`config.mk`:
```
export PLATFORM = sky130hd
export DESIGN_NAME = tick_bcd_stopwatch_flat
export DESIGN_NICKNAME = d
export VERILOG_FILES = /design/src/rtl/tick_bcd_stopwatch_if.sv /design/src/rtl/tick_bcd_stopwatch.sv /design/src/flat_wrapper.sv
export SDC_FILE = /design/constraint.sdc
export NUM_CORES = 1
export LEC_CHECK = 0
export CAP_MARGIN = 20
export CORE_ASPECT_RATIO = 0.7
export CORE_UTILIZATION = 45
export CTS_CLUSTER_DIAMETER = 100
export CTS_CLUSTER_SIZE = 25
export DETAILED_ROUTE_END_ITERATION = 16
export PLACE_DENSITY = 0.87
export SLEW_MARGIN = 20
export SYNTH_ARGS = -nofsm -noshare
export SYNTH_HDL_FRONTEND = slang
export SYNTH_SLANG_ARGS = --single-unit
```
`constraint.sdc`:
```
create_clock -name clk -period 2.47 [get_ports clk]
set_clock_uncertainty 0.1 [all_clocks]
set_input_delay 0.3705 -clock clk [delete_from_list [all_inputs] [get_ports clk]]
set_output_delay 0.3705 -clock clk [all_outputs]
set_load 0.02 [all_outputs]
```
`src/rtl/tick_bcd_stopwatch_if.sv`:
```
// Control inputs and BCD count outputs between the stopwatch and its driver.
// The lap signal exists only when LAP_BCD_HOLD_EN is defined.
interface tick_bcd_stopwatch_if #(
  parameter int DIGITS = 4
);
  logic                  lohi;
  logic                  start_stop;
  logic                  clear;
`ifdef LAP_BCD_HOLD_EN
  logic                  lap;
`endif
  logic [4*DIGITS-1:0]   count_bcd;
  logic [4*DIGITS-1:0]   disp_bcd;
  logic                  running;
  logic                  wrap;

`ifdef LAP_BCD_HOLD_EN
  modport master (
    output lohi, start_stop, clear, lap,
    input  count_bcd, disp_bcd, running, wrap
  );
  modport slave (
    input  lohi, start_stop, clear, lap,
    output count_bcd, disp_bcd, running, wrap
  );
`else
  modport master (
    output lohi, start_stop, clear,
    input  count_bcd, disp_bcd, running, wrap
  );
  modport slave (
    input  lohi, start_stop, clear,
    output count_bcd, disp_bcd, running, wrap
  );
`endif
endinterface

```
`src/rtl/tick_bcd_stopwatch.sv`:
```
// Packed-BCD stopwatch counting divider ticks; LAP_BCD_HOLD_EN adds a lap-hold display freeze.
// Count updates on the edge that first samples lohi high; no backpressure, every tick in RUN is taken.
module tick_bcd_stopwatch #(
  parameter int DIGITS    = 4,
  parameter int EDGE_BOTH = 0
) (
  input  logic                  clk,
  input  logic                  reset,
  tick_bcd_stopwatch_if.slave   bus
);

  typedef enum logic [1:0] {
    IDLE  = 2'd0,
    RUN   = 2'd1,
    PAUSE = 2'd2
  } state_e;

  state_e              state_q;
  logic [4*DIGITS-1:0] count_q;
  logic [4*DIGITS-1:0] count_d;
  logic                running_q;
  logic                wrap_q;
  logic                lohi_q;
  logic                ss_q;
  logic                tick;
  logic                ss_edge;
  logic                carry;
  logic                all_nines;

`ifdef LAP_BCD_HOLD_EN
  logic                lap_q;
  logic                lap_edge;
  logic                hold_q;
  logic [4*DIGITS-1:0] lap_reg_q;

  assign lap_edge = bus.lap & ~lap_q;
`endif

  assign tick    = (EDGE_BOTH != 0) ? (bus.lohi ^ lohi_q) : (bus.lohi & ~lohi_q);
  assign ss_edge = bus.start_stop & ~ss_q;

  // Ripple BCD increment; carry surviving every digit means the count was all nines.
  always_comb begin
    count_d = count_q;
    carry   = 1'b1;
    for (int i = 0; i < DIGITS; i++) begin
      if (carry) begin
        if (count_q[4*i +: 4] == 4'd9) begin
          count_d[4*i +: 4] = 4'd0;
        end else begin
          count_d[4*i +: 4] = count_q[4*i +: 4] + 4'd1;
          carry             = 1'b0;
        end
      end
    end
    all_nines = carry;
  end

  always_ff @(posedge clk) begin
    if (reset) begin
      state_q   <= IDLE;
      count_q   <= '0;
      running_q <= 1'b0;
      wrap_q    <= 1'b0;
      lohi_q    <= 1'b0;
      ss_q      <= 1'b0;
`ifdef LAP_BCD_HOLD_EN
      lap_q     <= 1'b0;
      hold_q    <= 1'b0;
      lap_reg_q <= '0;
`endif
    end else begin
      lohi_q <= bus.lohi;
      ss_q   <= bus.start_stop;
      wrap_q <= 1'b0;
      if (bus.clear) begin
        state_q   <= IDLE;
        count_q   <= '0;
        running_q <= 1'b0;
      end else begin
        case (state_q)
          IDLE: begin
            if (ss_edge) begin
              state_q   <= RUN;
              running_q <= 1'b1;
            end
          end
          RUN: begin
            // A tick coinciding with the pause request still counts.
            if (tick) begin
              count_q <= count_d;
              wrap_q  <= all_nines;
            end
            if (ss_edge) begin
              state_q   <= PAUSE;
              running_q <= 1'b0;
            end
          end
          PAUSE: begin
            if (ss_edge) begin
              state_q   <= RUN;
              running_q <= 1'b1;
            end
          end
          default: begin
            state_q   <= IDLE;
            count_q   <= '0;
            running_q <= 1'b0;
          end
        endcase
      end
`ifdef LAP_BCD_HOLD_EN
      lap_q <= bus.lap;
      if (bus.clear) begin
        hold_q    <= 1'b0;
        lap_reg_q <= '0;
      end else if (lap_edge && (state_q != IDLE)) begin
        if (hold_q) begin
          hold_q <= 1'b0;
        end else begin
          hold_q    <= 1'b1;
          lap_reg_q <= count_q;
        end
      end
`endif
    end
  end

  assign bus.count_bcd = count_q;
  assign bus.running   = running_q;
  assign bus.wrap      = wrap_q;
`ifdef LAP_BCD_HOLD_EN
  assign bus.disp_bcd  = hold_q ? lap_reg_q : count_q;
`else
  assign bus.disp_bcd  = count_q;
`endif

  for (genvar g = 0; g < DIGITS; g++) begin : g_digit_chk
    a_digit_range: assert property (@(posedge clk) disable iff (reset)
      count_q[4*g +: 4] <= 4'd9);
  end

  a_wrap_zero: assert property (@(posedge clk) disable iff (reset)
    wrap_q |-> (count_q == '0) && running_q);

  a_idle_zero: assert property (@(posedge clk) disable iff (reset)
    (state_q == IDLE) |-> (count_q == '0) && !running_q);

endmodule

```
`src/flat_wrapper.sv`:
```
// flat-port wrapper written by rule: the top's interface ports become plain ports
module tick_bcd_stopwatch_flat 
#(
  parameter int DIGITS    = 4,
  parameter int EDGE_BOTH = 0
)
  (clk, reset, bus_lohi, bus_start_stop, bus_clear, bus_count_bcd, bus_disp_bcd, bus_running, bus_wrap);
  tick_bcd_stopwatch_if #(.DIGITS(DIGITS)) bus_i ();
  input  logic clk;
  input  logic reset;
  input wire logic [$bits(bus_i.lohi)-1:0] bus_lohi;
  input wire logic [$bits(bus_i.start_stop)-1:0] bus_start_stop;
  input wire logic [$bits(bus_i.clear)-1:0] bus_clear;
  output wire logic [$bits(bus_i.count_bcd)-1:0] bus_count_bcd;
  output wire logic [$bits(bus_i.disp_bcd)-1:0] bus_disp_bcd;
  output wire logic [$bits(bus_i.running)-1:0] bus_running;
  output wire logic [$bits(bus_i.wrap)-1:0] bus_wrap;
  assign bus_i.lohi = bus_lohi;
  assign bus_i.start_stop = bus_start_stop;
  assign bus_i.clear = bus_clear;
  assign bus_count_bcd = bus_i.count_bcd;
  assign bus_disp_bcd = bus_i.disp_bcd;
  assign bus_running = bus_i.running;
  assign bus_wrap = bus_i.wrap;
  tick_bcd_stopwatch #(.DIGITS(DIGITS), .EDGE_BOTH(EDGE_BOTH)) u_core (.clk(clk), .reset(reset), .bus(bus_i));
endmodule
```
==> impl_metrics.py <==
metrics = {
    "status": {
        "outcome": "complete, but fails checks",
        "violations": "design-rule violations",
    },
    "detailed_routing": {
        "dr.pass1.iters": 10,
        "wl_per_cell_um": 13.4,
        "wl_mm": 2.82,
        "antenna_left": 0,
        "drt_iter0_drc": 35,
        "drc": 1,
        "vias_per_cell": 5.42,
        "num_vias": 1139,
    },
    "global_routing": {
        "grtUsageTotal": 0.191,
        "gr-total-overflow": 0,
        "grt_pass1_wl_mm": 4.44,
        "grt_max_degree": 16,
        "grt_pass1_vias": 1008,
        "antenna_found_initial": 0,
    },
    "placement": {
        "gp_congestion": 0.827,
        "io_buffers": 38,
        "hpwlAfterDp_mm": 2.09,
        "dp_slack_ps": 179,
        "dp_cells": 206,
    },
    "run": {
        "maxCapViolations": 0,
    },
    "sta": {
        "fmax_mhz": 488,
        "rsz0062_at_grt": "false",
        "holdWs_ps": 400,
        "fin_ws_ps": 421,
        "fin_crit_sh": 0.830,
        "max_slew.worst_pin.slew_ps": 953,
        "hold_viol_final": 0,
        "setup_violations": 0,
        "fin_setup_tns_ps": 0,
        "relSlewSlack": 0.361,
        "slew_viol_final": 0,
        "period_needed_ps": 2050,
    },
    "power_and_ir_drop": {
        "p_leak_nw": 0.581,
        "peakVddDrop_mv": 0.380,
        "power_density_nw_per_um2": 400,
    },
    "final_layout": {
        "syn2layout_area_growth_pct": 24.8,
        "layout.area.seq_um2": 440,
        "diodes": 0,
        "nets": 188,
        "drive_gt1_frac": 0.0690,
        "final_common_cell": "clkdlybuf4s50_1",
        "multi_input_area_um2": 693,
        "final_cell_mix": "clkdlybuf4s50_1 (38), dfxtp_1 (22), nor2_1 (11), a21oi_1 (10), inv_1 (9)",
        "fin_cells": 210,
        "final.fill_count": 250,
    },
    "logic_synthesis": {
        "synth_edf_count": 0,
        "synth_cells": 154,
        "synth_ff_type": "dfxtp_1",
        "ys_ff_latch": 22,
        "async_flop_share": 0,
        "netlist_area_um2": 1330,
        "yosys_warnings": 0,
        "synth_nets": 167,
        "seq_area_frac_synth": 0.332,
        "ys_types": 46,
        "avgSynthCellArea_um2": 8.61,
    },
    "setup_path": {
        "slowest_delay_ps": 550,
        "cpMaxStageDelayCell": "or4_1",
        "required_ps": 2570,
        "path_max_fanout": 12,
        "cp.arrival_ps": 2150,
        "start_kind": "flop",
        "cp-end-kind": "flop",
        "worstSetupPathType": "reg -> reg",
        "crit_path_cell_trace": "nand2b_1 -> nor2_1 -> or4_1 -> a21oi_1",
    },
    "die": {
        "dieArea_um2": 3170,
        "die-width_um": 66.9,
        "ios": 39,
        "start_util": 0.473,
        "die_y_um": 47.4,
        "rows": 16,
        "core_area_um2": 2800,
    },
    "clock_tree": {
        "clockRootBuffer": "clkbuf_8",
        "clkLatencyLatePin_ps": 260,
        "clock-sinks": 22,
        "cts_hold_buffers": 0,
        "cts_max_path_buffers": 2,
        "post_cts_buffers": 0,
        "cts_resized": 0,
        "htreeDepth": 1,
        "cts_tree": "built",
        "cts.clk_slew.worst_paths_ps": 80,
        "cts_buffers": 3,
    },
    "worst_hold_path": {
        "min_path_type": "reg -> reg",
    },
}
## cell type report
class / instances / area share
multi-input cells: 100 / 0.419
flip-flops and latches: 22 / 0.266
repair buffers: 39 / 0.234
clock buffers: 4 / 0.0333
well taps: 36 / 0.0272
inverters: 9 / 0.0204
## registers in the layout (all words and copies together) (netlist names)
| register | cells |
|---|---|
| u_core.bus.running | 1 |
| u_core.bus.count_bcd | 16 |
| u_core.ss_q | 1 |
| u_core.state_q | 2 |
| u_core.bus.wrap | 1 |
| u_core.lohi_q | 1 |
## Yosys cell counts (2+ instances only)
master	n	area share
nand2b_1	4	0.019
nor2b_1	3	0.014
nor2_1	11	0.031
ha_1	8	0.075
nand3_1	4	0.015
nand4_1	2	0.0094
buf_2	4	0.015
dfxtp_1	22	0.33
a21oi_1	10	0.038
and3b_1	2	0.013
o31ai_1	4	0.023
clkbuf_1	2	0.0057
and2_1	3	0.014
o21ai_1	3	0.011
o22ai_1	2	0.0094
or2_0	2	0.0094
o21ai_0	4	0.015
nand4b_1	4	0.026
inv_1	9	0.025
buf_4	16	0.091
or3_1	3	0.014
o2111ai_1	2	0.013
nand2_1	7	0.020
## report_power, final
group | switching, mW | internal, mW
clock network | 0.114 | 0.142
registers | 0.00325 | 0.358
logic | 0.0269 | 0.0182
## kinds of logic after synthesis
group,synth area share
AO/OA/AOI/OAI,0.191
adder cells (fa/ha/maj),0.0755
buffers and inverters,0.145
flip-flops,0.332
multiplexers,0.00849
AND/OR/NAND/NOR,0.248
## routing by layer
| layer | wire length [µm] | global-route usage | vias up |
|---|---|---|---|
| met4 | 38 | 0.0936 | 0 |
| met1 | 1330 | 0.232 | 528 |
| met3 | 133 | 0.0429 | 4 |
| met5 | 0 | 0 | - |
| met2 | 1310 | 0.329 | 33 |
| li1 | - | - | 574 |
## stage by stage
stage | power (mW) | cell area, µm² | util
final | 0.663 | 1660 | 0.591
after global placement | 0.412 | 1600 | 0.571
after CTS | 0.670 | 1660 | 0.591
after global routing | 0.694 | 1660 | 0.591
after detailed placement | 0.414 | 1600 | 0.571
after floorplan | 0.401 | 1330 | -
## final timing paths
check	from	to	slack, ps	depth (start not counted)
max reg2reg	u_core.state_q[1]	u_core.bus.count_bcd[7]	420	4
min	u_core.bus.running	u_core.bus.running	400	2
min reg2reg	u_core.bus.running	u_core.bus.running	400	2
max	u_core.state_q[1]	u_core.bus.count_bcd[7]	420	4
## worst max-delay path, delay by kind of cell, from the launching register on
family | cells | cell delay, ps
flops | 1 | 450
compound gates | 1 | 150
simple gates | 3 | 1280
Note: power is estimated with default switching activity, not from simulation.
